<file path="src/rtl/pipe_ctrl_stage.sv">
// pipe_ctrl_stage
//   Carries the main decoder's control bundle plus rd/rs1/rs2 through the
//   ID/EX, EX/MEM and MEM/WB registers of a five-stage pipeline. Detects
//   load-use hazards (multi-cycle stall), handles an EX-resolved redirect
//   flush and a global data-memory freeze, and produces EX forwarding selects.
//
// Ports
//   clk, rst_n                    clock, asynchronous active-low reset
//   id_valid, id_ctrl             ID occupancy and decoded control bundle
//   id_rs1, id_rs2, id_rd         ID register fields
//   ex_redirect                   branch/jump resolved taken in EX
//   mem_stall                     data memory busy, freezes the pipe
//   stall_if_id, flush_if_id      IF/ID hold / bubble requests (combinational)
//   ex_/mem_/wb_valid,_ctrl,_rd   per-stage occupancy, bundle, destination
//   wb_regwrite                   register-file write enable
//   fwd_a, fwd_b                  EX operand source: 00 RF, 10 EX/MEM, 01 MEM/WB
module pipe_ctrl_stage #(
  parameter int CTRL_W         = 11,
  parameter int LOAD_USE_STALL = 1
) (
  input  logic              clk,
  input  logic              rst_n,
  input  logic              id_valid,
  input  logic [CTRL_W-1:0] id_ctrl,
  input  logic [4:0]        id_rs1,
  input  logic [4:0]        id_rs2,
  input  logic [4:0]        id_rd,
  input  logic              ex_redirect,
  input  logic              mem_stall,
  output logic              stall_if_id,
  output logic              flush_if_id,
  output logic              ex_valid,
  output logic              mem_valid,
  output logic              wb_valid,
  output logic [CTRL_W-1:0] ex_ctrl,
  output logic [CTRL_W-1:0] mem_ctrl,
  output logic [CTRL_W-1:0] wb_ctrl,
  output logic [4:0]        ex_rd,
  output logic [4:0]        mem_rd,
  output logic [4:0]        wb_rd,
  output logic              wb_regwrite,
  output logic [1:0]        fwd_a,
  output logic [1:0]        fwd_b
);

  localparam logic [1:0] STALL_INIT = 2'(LOAD_USE_STALL - 1);
  localparam int         B_REGWR    = 8;
  localparam int         B_MEMRD    = 7;

  logic              r_ex_valid, r_mem_valid, r_wb_valid;
  logic [CTRL_W-1:0] r_ex_ctrl, r_mem_ctrl, r_wb_ctrl;
  logic [4:0]        r_ex_rd, r_mem_rd, r_wb_rd;
  logic [4:0]        r_ex_rs1, r_ex_rs2;
  logic [1:0]        r_stall_cnt;
  logic              r_wb_regwrite;
  logic [1:0]        r_fwd_a, r_fwd_b;

  logic              w_hz, w_redirect;
  logic              w_stall, w_flush, w_bubble;
  logic [1:0]        w_cnt_nxt;
  logic              w_ex_take;
  logic [CTRL_W-1:0] w_ex_ctrl_nxt;
  logic [4:0]        w_ex_rd_nxt, w_ex_rs1_nxt, w_ex_rs2_nxt;

  // Forward select for one source: the younger producer (EX/MEM) wins; x0 never forwards.
  function automatic logic [1:0] fwd_sel(input logic [4:0] src,
                                         input logic m_wr, input logic [4:0] m_rd,
                                         input logic w_wr, input logic [4:0] w_rd);
    logic [1:0] sel;
    sel = 2'b00;
    if (m_wr && (m_rd != 5'd0) && (m_rd == src)) begin
      sel = 2'b10;
    end else if (w_wr && (w_rd != 5'd0) && (w_rd == src)) begin
      sel = 2'b01;
    end else begin
      sel = 2'b00;
    end
    return sel;
  endfunction

  assign w_hz = id_valid && r_ex_valid && r_ex_ctrl[B_MEMRD] && (r_ex_rd != 5'd0) &&
                ((r_ex_rd == id_rs1) || (r_ex_rd == id_rs2));
  assign w_redirect = ex_redirect && r_ex_valid && !mem_stall;

  // Hazard priority: memory freeze, then redirect, then an ongoing stall, then a new load-use.
  always_comb begin
    w_stall   = 1'b0;
    w_flush   = 1'b0;
    w_bubble  = 1'b0;
    w_cnt_nxt = r_stall_cnt;
    if (mem_stall) begin
      w_stall = 1'b1;
    end else if (w_redirect) begin
      w_flush   = 1'b1;
      w_bubble  = 1'b1;
      w_cnt_nxt = 2'd0;
    end else if (r_stall_cnt != 2'd0) begin
      w_stall   = 1'b1;
      w_bubble  = 1'b1;
      w_cnt_nxt = r_stall_cnt - 2'd1;
    end else if (w_hz) begin
      w_stall   = 1'b1;
      w_bubble  = 1'b1;
      w_cnt_nxt = STALL_INIT;
    end else begin
      w_stall = 1'b0;
    end
  end

  // Held low during reset so every output reads 0 while rst_n is asserted.
  assign stall_if_id = rst_n && w_stall;
  assign flush_if_id = rst_n && w_flush;

  // A bubble is fully zeroed so an empty stage can never match a register.
  assign w_ex_take     = id_valid && !w_bubble;
  assign w_ex_ctrl_nxt = w_ex_take ? id_ctrl : '0;
  assign w_ex_rd_nxt   = w_ex_take ? id_rd   : 5'd0;
  assign w_ex_rs1_nxt  = w_ex_take ? id_rs1  : 5'd0;
  assign w_ex_rs2_nxt  = w_ex_take ? id_rs2  : 5'd0;

  // Pipeline registers; forwarding selects and write enable are precomputed from next state.
  always_ff @(posedge clk or negedge rst_n) begin
    if (!rst_n) begin
      r_ex_valid    <= 1'b0;
      r_mem_valid   <= 1'b0;
      r_wb_valid    <= 1'b0;
      r_ex_ctrl     <= '0;
      r_mem_ctrl    <= '0;
      r_wb_ctrl     <= '0;
      r_ex_rd       <= 5'd0;
      r_mem_rd      <= 5'd0;
      r_wb_rd       <= 5'd0;
      r_ex_rs1      <= 5'd0;
      r_ex_rs2      <= 5'd0;
      r_stall_cnt   <= 2'd0;
      r_wb_regwrite <= 1'b0;
      r_fwd_a       <= 2'b00;
      r_fwd_b       <= 2'b00;
    end else if (!mem_stall) begin
      r_ex_valid    <= w_ex_take;
      r_ex_ctrl     <= w_ex_ctrl_nxt;
      r_ex_rd       <= w_ex_rd_nxt;
      r_ex_rs1      <= w_ex_rs1_nxt;
      r_ex_rs2      <= w_ex_rs2_nxt;
      r_mem_valid   <= r_ex_valid;
      r_mem_ctrl    <= r_ex_ctrl;
      r_mem_rd      <= r_ex_rd;
      r_wb_valid    <= r_mem_valid;
      r_wb_ctrl     <= r_mem_ctrl;
      r_wb_rd       <= r_mem_rd;
      r_stall_cnt   <= w_cnt_nxt;
      r_wb_regwrite <= r_mem_valid && r_mem_ctrl[B_REGWR];
      r_fwd_a       <= fwd_sel(w_ex_rs1_nxt, r_ex_valid && r_ex_ctrl[B_REGWR], r_ex_rd,
                               r_mem_valid && r_mem_ctrl[B_REGWR], r_mem_rd);
      r_fwd_b       <= fwd_sel(w_ex_rs2_nxt, r_ex_valid && r_ex_ctrl[B_REGWR], r_ex_rd,
                               r_mem_valid && r_mem_ctrl[B_REGWR], r_mem_rd);
    end else begin
      r_stall_cnt <= r_stall_cnt;
    end
  end

  assign ex_valid    = r_ex_valid;
  assign mem_valid   = r_mem_valid;
  assign wb_valid    = r_wb_valid;
  assign ex_ctrl     = r_ex_ctrl;
  assign mem_ctrl    = r_mem_ctrl;
  assign wb_ctrl     = r_wb_ctrl;
  assign ex_rd       = r_ex_rd;
  assign mem_rd      = r_mem_rd;
  assign wb_rd       = r_wb_rd;
  assign wb_regwrite = r_wb_regwrite;
  assign fwd_a       = r_fwd_a;
  assign fwd_b       = r_fwd_b;

endmodule

</file>
<file path="config.mk">
export PLATFORM = sky130hd
export DESIGN_NAME = pipe_ctrl_stage
export DESIGN_NICKNAME = d
export VERILOG_FILES = /design/src/rtl/pipe_ctrl_stage.sv
export SDC_FILE = /design/constraint.sdc
export NUM_CORES = 1
export LEC_CHECK = 0
export CORE_MARGIN = 2
export CORE_UTILIZATION = 40
export DETAILED_ROUTE_END_ITERATION = 8
export PLACE_DENSITY = 0.84
export SYNTH_ARGS = -nofsm -noshare
export SYNTH_HDL_FRONTEND = slang
export SYNTH_SLANG_ARGS = --single-unit
</file>
<file path="constraint.sdc">
create_clock -name clk -period 2.09 [get_ports clk]
set_clock_uncertainty 0.15 [all_clocks]
set_input_delay 0.209 -clock clk [delete_from_list [all_inputs] [get_ports clk]]
set_output_delay 0.209 -clock clk [all_outputs]
set_load 0.02 [all_outputs]
</file>
# Word-level counts from Yosys, hierarchy flattened
# Index checks and enable logic that the tools add are counted.
[op_classes] n_addsub=1 reduce_logical=25 bitwise=1 eq_ne=6 mux=19
[ops] operator="== test 5 bit" count=6
[ops] operator="logical AND 1 bit" count=17
[ops] operator="two-way mux 5 bit" count=3
[ops] operator="two-way mux 11 bit" count=1
[ops] operator="two-way mux 1 bit" count=10
[ops] operator="two-way mux 2 bit" count=5
[ops] operator="nonzero test 5 bit" count=2
[ops] operator="nonzero test 3 bit" count=1
[ops] operator="logical NOT 1 bit" count=2
[ops] operator="AND reduction 2 bit" count=1
[ops] operator="nonzero test 2 bit" count=1
[ops] operator="subtractor 2 x 1 -> 2 bit, second input constant" count=1
[ops] operator="logical OR 1 bit" count=1
[ops] operator="inverter 1 bit" count=1
[totals] register_bits=58 input_bits=31 elab_cells=65

# Depth between registers and ports, before layout
# Gate-level depths: netlist (run 1).
[depth] word_depth=15 mapped_depth=11

# Least setup slack after synthesis (run 1)
# Ideal clock, no wire load.
[synth_timing] path_kind="register -> register" startpoint="register r_ex_rd[4], in the netlist ex_rd[4]" endpoint="register r_fwd_b[1], in the netlist fwd_b[1]" arrival_time_ns=2.029 required_ns=1.812 path_stages_with_launch=10 setup_ns=0.128 path_slack_ns=-0.216 path_cell_list="dfrtp_1 buf_6 xor2_1 nor4_2 nor3_2 or2_1 buf_6 a22oi_2 nor4_1 mux2_1"
[synth_between] elab_chain_len=13 word_cells_on_any_way=17 cone_classes="3 x eq/ne; 6 x mux; 8 x reduce/logical"
[synth_lines] element="from (decl)" line_no="52" source="logic [4:0] r_ex_rd, r_mem_rd, r_wb_rd;"
[synth_lines] element="from (signal assigned)" line_no="142" source="r_ex_rd <= w_ex_rd_nxt;"
[synth_lines] element="== test 5 bit or nonzero test 5 bit (tied branches)" line_no="82, 71, 81"
[synth_lines] element="logical OR 1 bit or logical AND 1 bit (tied branches)" line_no="82, 81"
[synth_lines] element="logical AND 1 bit" line_no="81" source="assign w_hz = id_valid && r_ex_valid && r_ex_ctrl[B_MEMRD] && (r_ex_rd != 5'd0) &&"
[synth_lines] element="two-way mux 1 bit" line_no="101" source="end else if (w_hz) begin"
[synth_lines] element="two-way mux 1 bit" line_no="97" source="end else if (r_stall_cnt != 2'd0) begin"
[synth_lines] element="two-way mux 1 bit" line_no="93" source="end else if (w_redirect) begin"
[synth_lines] element="two-way mux 1 bit" line_no="91" source="if (mem_stall) begin"
[synth_lines] element="logical NOT 1 bit" line_no="115" source="assign w_ex_take = id_valid && !w_bubble;"
[synth_lines] element="logical AND 1 bit" line_no="115"
[synth_lines] element="two-way mux 5 bit" line_no="119" source="assign w_ex_rs2_nxt = w_ex_take ? id_rs2 : 5'd0;"
[synth_lines] element="== test 5 bit" line_no="71" source="if (m_wr && (m_rd != 5'd0) && (m_rd == src)) begin"
[synth_lines] element="logical AND 1 bit *" line_no="71"
[synth_lines] element="two-way mux 2 bit *" line_no="71"
[synth_lines] element="to (signal assigned)" line_no="155" source="r_fwd_b <= fwd_sel(w_ex_rs2_nxt, r_ex_valid && r_ex_ctrl[B_REGWR], r_ex_rd,"
[synth_lines] element="to (decl)" line_no="56" source="logic [1:0] r_fwd_a, r_fwd_b;"
# Mark *: on every way between the ends. The rest lies on a longest branch, timed or not.
# A chain may end at the register's enable or synchronous reset.

# Final worst setup path (run 1)
[layout_timing] startpoint="register r_ex_rd[2], in the netlist ex_rd[2]" endpoint="register r_fwd_b[1], in the netlist fwd_b[1]"
# Same word-level chain as after synthesis.

==> summary.md, run 1 <==
| Metric | Value |
|---|---|
| Sw Ratio | 0.320 |
| Failing checks | negative setup slack |
| Detailed Place HPWL | 4.80 mm |
| Cells after Synth | 247 |
| Worst setup path class | reg2reg |
| Net Sw Power | 1.18 mW |
| # clock sinks | 58 |
| DP Worst Slack | -578 ps |
| # diodes | 0 |
| Tot Pwr | 3.68 mW |
| Area of the mapped netlist | 2730 sq um |
| Yosys warns | 0 |
| Synth area leaders | dfrtp_1 53%, mux2_2 14%, nand2_1 6.6%, o21ai_0 4.0%, xnor2_1 3.5% |
| Reg-to-reg startpoint | ex_rd[2]$_DFFE_PN0N_ |
| Clk root buf | clkbuf_8 |
| CTS tree | yes |
| 1st-iter DRT viols | 104 |
| Pin count of the biggest net entering global routing | 55 |
| Placer congestion estimate | 0.825 |
| Initial antenna violation count | 0 |
| Overall die area | 7500 sq um |
| Fin worst setup slack | -168 ps |
| Crit path max fanout | 8 |
| Met2 wire length | 3.55 mm |
| Rows | 30 |
| Top layer in use | met4 |
| DP Area | 3870 sq um |
| Initial DRT Pass Iterations | 4 |
| Routed Antenna Nets | 0 |
| Leak pwr | 1.88 nW |
| Comb power frac | 0.321 |
| Mapped Nets | 278 |
| Min cycle time layout | 2260 ps |
| R2R Setup Slk | -170 ps |
| Slew Viols, Final | 0 |
| RSZ-0062 raised after global routing | true |
| Via count | 2,307 |
| Finish-stage setup viols | 14 |
| CTS buffer count | 9 |
| Fmax | 443 MHz |
| WHS | 64.5 ps |
| Max_cap viols | 0 |
| IO Pins | 89 |
| Most frequent cells in the layout | 83 x clkdlybuf4s50_1, 53 x dfrtp_1, 48 x nand2_1, 38 x buf_4, 34 x mux2_2 |
| Depth of the worst hold-timing path | 3 |
| Non-Filler Instances | 457 |
| Hold Path Sink | r_stall_cnt[0]$_DFFE_PN0P_ |
| Outcome | finished with violations |
| Critical path endpoint category | register |
| Clk_lat worst skew | 340 ps |
| DR WL met3 | 446 microns |
| Post-synthesis area per instance | 11.1 sq um |
| Die X-Extent | 86.6 microns |
| Unique masters post-synth | 36 |
| WL final | 7.22 mm |
| Share of layout cells above drive strength 1 | 0.326 |
| Via/cell ratio | 5.05 |
| Number of global-route vias before repair | 2,377 |
| Drt drc | 0 |
| Non-Filler Cell Area, Final | 4280 sq um |
| Worst r2r dst | fwd_b[1]$_DFFE_PN0N_ |
| Fillers | 543 |
| Nets@finish | 403 |
| Sequential power share | 0.390 |
| First-pass GRT wire length | 11.6 mm |
| Maximum VDD drop | 521 uV |
| Core Region | 6680 sq um |
| Hold Path Class | in2reg |
| Maximum clock path buffer count | 2 |
| PwrDens | 859 nW/um^2 |
| Metal-1 WL | 3.05 mm |
| WP data arrival | 2400 ps |
| P&R area growth vs syn | 56.8% |
| DR WL/cell | 15.8 microns |
| Setup TNS | -1120 ps |
| FF-to-FF path depth | 9 |
| Clock power share | 0.289 |
| Sequential share of the synthesized area | 0.532 |
| Post-synth top area share | 0.532 |
| Die height | 86.6 microns |
| Port Buf Inserts | 88 |
| Most common cell after layout, fill and taps aside | clkdlybuf4s50_1 |
| Hold Path Origin | mem_stall |
| Gr usage total | 0.203 |
| Dpl cells | 429 |
| Slew HR | 0.548 |
| Post-synth top area cell | dfrtp_1 |
| Fin util | 0.641 |
| Worst Path Required | 2230 ps |
| Storage cell area | 1460 sq um |
| Cell-internal power | 2.50 mW |
| Area of the multi-input gates | 1300 sq um |
| Clock transition at path regs | 70 ps |
| Tcrit/Tclk final | 1.08 |
| Least-Margin Pin Slew | 678 ps |
| Synth Register Bits | 58 |
| GR Overflow Total | 0 |
| Initial Util | 0.409 |
| H-tree Lvls | 3 |
| Fin. Hold Viols | 0 |
| CP Launch Type | register |
[worst max-delay path: stages (launching register included)]
cell      delay [ps]
dfrtp_2          470
buf_12           150
nor3_4           180
a21boi_2          80
and3_4           170
o21ai_4          150
or2_4            220
a22oi_2          100
nor4_2           330
mux2_4           200
[worst max-delay path by stage]
stage / from / end / depth (start not counted)
6_report: ex_rd[2]$_DFFE_PN0N_ / fwd_b[1]$_DFFE_PN0N_ / 9
5_1_grt: ex_rd[2]$_DFFE_PN0N_ / fwd_b[1]$_DFFE_PN0N_ / 9
4_1_cts: ex_rd[3]$_DFFE_PN0N_ / stall_if_id / 8
3_5_place_dp: id_rs2[2] / stall_if_id / 9
3_3_place_gp: id_rs2[2] / stall_if_id / 9
2_1_floorplan: ex_rd[2]$_DFFE_PN0N_ / fwd_b[1]$_DFFE_PN0N_ / 10
[per-layer routing]
metal | track usage | vias to the layer above
met1 | 0.253 | 1116
met5 | 0 | -
met4 | 0.0852 | 0
li1 | - | 1097
met2 | 0.332 | 81
met3 | 0.0543 | 13
[final cells by class]
| type | count | share of cell area |
|---|---|---|
| clock buffers | 10 | 0.0322 |
| flip-flops and latches | 58 | 0.341 |
| clock inverters | 6 | 0.0152 |
| multi-input cells | 172 | 0.303 |
| well taps | 80 | 0.0234 |
| repair buffers | 131 | 0.285 |
[sequential cells by signal (all words and copies together) (netlist names)]
register,flops
wb_rd,5
wb_valid,1
mem_rd,5
r_stall_cnt,2
wb_ctrl,11
mem_ctrl,11
ex_valid,1
fwd_a,2
ex_rd,5
mem_valid,1
ex_ctrl,11
wb_regwrite,1
fwd_b,2
[power by group through the flow]
stage / Clock (mW) / Sequential, mW / Combinational (mW)
2_1_floorplan: 0 / 1.61 / 0.375
3_3_place_gp: 0 / 1.45 / 1.06
3_5_place_dp: 0 / 1.46 / 1.08
4_1_cts: 1.08 / 1.43 / 1.16
5_1_grt: 1.14 / 1.46 / 1.26
6_report: 1.06 / 1.44 / 1.18
[cells by family (layout without fill, tap and decap cells)]
group | count (synthesis) | after routing | synth area share
simple gates | 80 | 80 | 0.142
flops | 58 | 58 | 0.532
compound gates | 39 | 39 | 0.0866
mux | 35 | 35 | 0.144
xor+xnor | 18 | 18 | 0.0577
buf+inv | 17 | 147 | 0.0376
[what timing repair did]
action / 4_1_cts / 5_1_grt
setup buffers: 8 / 2
gates resized for setup: 23 / 13
hold endpoints to repair: 4 / 0
endpoints found under the setup margin: 22 / 22
pin swaps: 10 / 13
hold buffers: 2 / 0
[Yosys cell counts]
| library cell | number |
|---|---|
| o31ai_1 | 1 |
| buf_2 | 1 |
| or2_1 | 1 |
| nand3b_1 | 4 |
| a211oi_1 | 1 |
| and3_1 | 1 |
| o22ai_1 | 4 |
| mux2_1 | 1 |
| a21boi_1 | 1 |
| clkbuf_1 | 10 |
| nor3b_1 | 1 |
| or2_2 | 1 |
| nor4_1 | 1 |
| nand2_1 | 48 |
| and3_4 | 1 |
| xnor2_1 | 11 |
| a22oi_2 | 2 |
| nor2b_1 | 2 |
| nor2_1 | 7 |
| nand4_1 | 2 |
| o21ai_0 | 22 |
| nor4_2 | 1 |
| nor3_2 | 3 |
| buf_4 | 2 |
| a31oi_1 | 1 |
| o21ai_2 | 1 |
| buf_6 | 4 |
| a21oi_1 | 4 |
| a32o_1 | 1 |
| nand3_1 | 4 |
| nor3_1 | 2 |
| dfrtp_1 | 58 |
| xor2_1 | 7 |
| nor4bb_1 | 1 |
| mux2_2 | 34 |
| o2bb2ai_1 | 1 |
(Power assumes the default switching activity.)
==> inputs of run 2 (changes only) <==
- GPL_ROUTABILITY_DRIVEN: not set -> 1
- PLACE_DENSITY: 0.84 -> 0.75
==> run 2 against run 1 <==
The run still ends with negative setup slack left. Die area is the same. Cell count shrank 0.66%. Critical path depth is the same. Clock power grew 17%. Utilization grew 0.77 points. Global-route usage shrank 0.60 points. Wire length shrank 1.9%. Sequential power is essentially flat. Critical path type is now reg2out. Critical endpoint is now stall_if_id. Largest cell class unchanged.
==> summary.md, run 2 (same netlist as run 1, synthesis figures left out) <==
| Metric | Value |
|---|---|
| Outcome | finished with violations (unchanged) |
| Failing checks | negative setup slack (unchanged) |
| Min cycle time layout | 2220 ps (was 2260 ps) |
| RSZ-0062 raised after global routing | true (unchanged) |
| Clock transition at path regs | 70 ps (about the same) |
| Most frequent cells in the layout | 84 x clkdlybuf4s50_1, 53 x dfrtp_1, 36 x nand2_1, 34 x mux2_2, 34 x buf_4 (was 83 x clkdlybuf4s50_1, 53 x dfrtp_1, 48 x nand2_1, 38 x buf_4, 34 x mux2_2) |
| Net Sw Power | 1.15 mW (was 1.18 mW) |
| GRT busiest layer | met2 (unchanged) |
| Global Route met1 Usage | 0.258 (was 0.253) |
| Fillers | 518 (was 543) |
| P&R area growth vs syn | 58.7% (was 56.8%) |
| Worst r2r dst | fwd_b[0]$_DFFE_PN0N_ (was fwd_b[1]$_DFFE_PN0N_) |
| Hold Path Origin | mem_stall (unchanged) |
| R2R Setup Slk | -130 ps (was -170 ps) |
| WHS | 156 ps (was 64.5 ps) |
| Share of layout cells above drive strength 1 | 0.353 (was 0.326) |
| Crit. Startpoint | ex_rd[3]$_DFFE_PN0N_ (was ex_rd[2]$_DFFE_PN0N_) |
| Overall die area | 7500 sq um (unchanged) |
| Tot Pwr | 3.85 mW (was 3.68 mW) |
| First-pass GRT wire length | 11.3 mm (was 11.6 mm) |
| 1st-iter DRT viols | 124 (was 104) |
| Setup TNS | -429 ps (was -1120 ps) |
| GR Layer Usage met3 | 0.0781 (was 0.0543) |
| CP Launch Type | register (unchanged) |
| Port Buf Inserts | 88 (unchanged) |
| WL final | 7.08 mm (was 7.22 mm) |
| Clk_lat worst skew | 330 ps (was 340 ps) |
| Dpl cells | 431 (was 429) |
| Gr usage total | 0.197 (was 0.203) |
| Fin util | 0.648 (was 0.641) |
| Via/cell ratio | 5.06 (was 5.05) |
| Pin count of the biggest net entering global routing | 59 (was 55) |
| FF-to-FF path depth | 9 (unchanged) |
| Die X-Extent | 86.6 microns (unchanged) |
| CTS buffer count | 9 (unchanged) |
| Leak pwr | 1.89 nW (was 1.88 nW) |
| Die height | 86.6 microns (unchanged) |
| Storage cell area | 1460 sq um (unchanged) |
| DP Area | 3880 sq um (was 3870 sq um) |
| Rows | 30 (unchanged) |
| Reg-to-reg startpoint | ex_rd[3]$_DFFE_PN0N_ (was ex_rd[2]$_DFFE_PN0N_) |
| Non-Filler Cell Area, Final | 4330 sq um (was 4280 sq um) |
| Maximum VDD drop | 610 uV (was 521 uV) |
| Initial antenna violation count | 0 (unchanged) |
| Clock power share | 0.321 (was 0.289) |
| # clock sinks | 58 (unchanged) |
| Initial Util | 0.409 (unchanged) |
| DR WL/cell | 15.6 microns (was 15.8 microns) |
| Slew HR | 0.514 (was 0.548) |
| Depth of the worst hold-timing path | 2 (was 3) |
| Max_cap viols | 0 (unchanged) |
| CTS tree | yes (unchanged) |
| Worst setup path class | reg2out (was reg2reg) |
| Crit path max fanout | 4 (was 8) |
| Least-Margin Pin Slew | 729 ps (was 678 ps) |
| Most common cell after layout, fill and taps aside | clkdlybuf4s50_1 (unchanged) |
| Hold Path Class | in2reg (unchanged) |
| Met2 usage | 0.292 (was 0.332) |
| Number of global-route vias before repair | 2,311 (was 2,377) |
| DP Worst Slack | -594 ps (was -578 ps) |
| PwrDens | 889 nW/um^2 (was 859 nW/um^2) |
| Finish-stage setup viols | 7 (was 14) |
| Slew Viols, Final | 0 (unchanged) |
| Critical path endpoint category | primary output (was register) |
| Sequential power share | 0.373 (was 0.390) |
| Worst Path Required | 1730 ps (was 2230 ps) |
| Fmax | 450 MHz (was 443 MHz) |
| Non-Filler Instances | 454 (was 457) |
| Initial DRT Pass Iterations | 4 (unchanged) |
| Comb power frac | 0.306 (was 0.321) |
| Maximum clock path buffer count | 2 (unchanged) |
| Fin. Hold Viols | 0 (unchanged) |
| Cell-internal power | 2.70 mW (was 2.50 mW) |
| Clk root buf | clkbuf_8 (unchanged) |
| Sw Ratio | 0.298 (was 0.320) |
| Detailed Place HPWL | 4.71 mm (was 4.80 mm) |
| IO Pins | 89 (unchanged) |
| Tcrit/Tclk final | 1.06 (was 1.08) |
| Nets@finish | 400 (was 403) |
| Core Region | 6680 sq um (unchanged) |
| Drt drc | 0 (unchanged) |
| Hold Path Sink | wb_ctrl[7]$_DFFE_PN0N_ (was r_stall_cnt[0]$_DFFE_PN0P_) |
| Fin worst setup slack | -134 ps (was -168 ps) |
| WP data arrival | 1860 ps (was 2400 ps) |
| Via count | 2,298 (was 2,307) |
| Placer congestion estimate | 0.850 (was 0.825) |
| H-tree Lvls | 3 (unchanged) |
| Routed Antenna Nets | 0 (unchanged) |
| GR Overflow Total | 0 (unchanged) |
| Area of the multi-input gates | 1330 sq um (was 1300 sq um) |
| # diodes | 0 (unchanged) |
==> run 2: cell count changes in the layout (fill, tap and decap cells not counted), moves of 2 or more <==
cell / change
o21ai_0: -6
nand2_4: +5
bufinv_16: +2
xnor2_1: +2
o21ai_2: +6
buf_4: -4
clkbuf_1: +2
buf_6: +2
nand2_1: -12
xnor2_2: -2
nand2_2: +7
==> run 2: repair_timing <==
item / CTS / global route
setup buffers: 5 / 2
setup endpoints to repair: 22 / 21
pin swaps: 14 / 12
hold endpoints to repair: 58 / 0
resized for setup: 22 / 39
hold buffers: 1 / 0
gates cloned: 0 / 1
==> run 2: metal layers <==
metal	routed length [microns]	share of wire
met4	68	0.0096
met2	3410	0.48
met3	598	0.084
met1	3000	0.42
met5	0	0
==> run 2: area by class of cell <==
class                      instances  area share
sequential                        58       0.337
multi-input combinational        172       0.307
timing repair buffer             128       0.279
clock buffer                      11      0.0303
clock inverter                     5      0.0237
tap                               80      0.0231
==> run 2: how the worst max path moves through the flow <==
stage,end,slack [ps],cells past startpoint
floorplan,fwd_b[1]$_DFFE_PN0N_,-190,10
global placement,stall_if_id,-600,9
detailed placement,stall_if_id,-590,9
CTS,stall_if_id,-120,8
global route,stall_if_id,-280,8
finish,stall_if_id,-130,9
==> run 2: critical path, cell delays in order (launching register included) <==
cell and delay (ps):
dfrtp_2 460, buf_6 140, xnor2_2 120, nand2_2 90, nor4_4 200, o21ai_1 100
nand2_1 100, a21oi_2 60, nor2b_1 110, buf_4 150
==> run 2: power by group through the flow <==
stage | Combinational, mW | Clock, mW | Sequential, mW
after floorplan | 0.375 | 0 | 1.61
after global placement | 1.07 | 0 | 1.44
after detailed placement | 1.08 | 0 | 1.45
after CTS | 1.13 | 1.26 | 1.44
after global routing | 1.26 | 1.31 | 1.46
final | 1.18 | 1.24 | 1.44
==> inputs of run 3 (changes only) <==
- CTS_CLUSTER_DIAMETER: not set -> 120
==> results of run 3 <==
Final layout, timing and power as in run 2 (identical DEF).
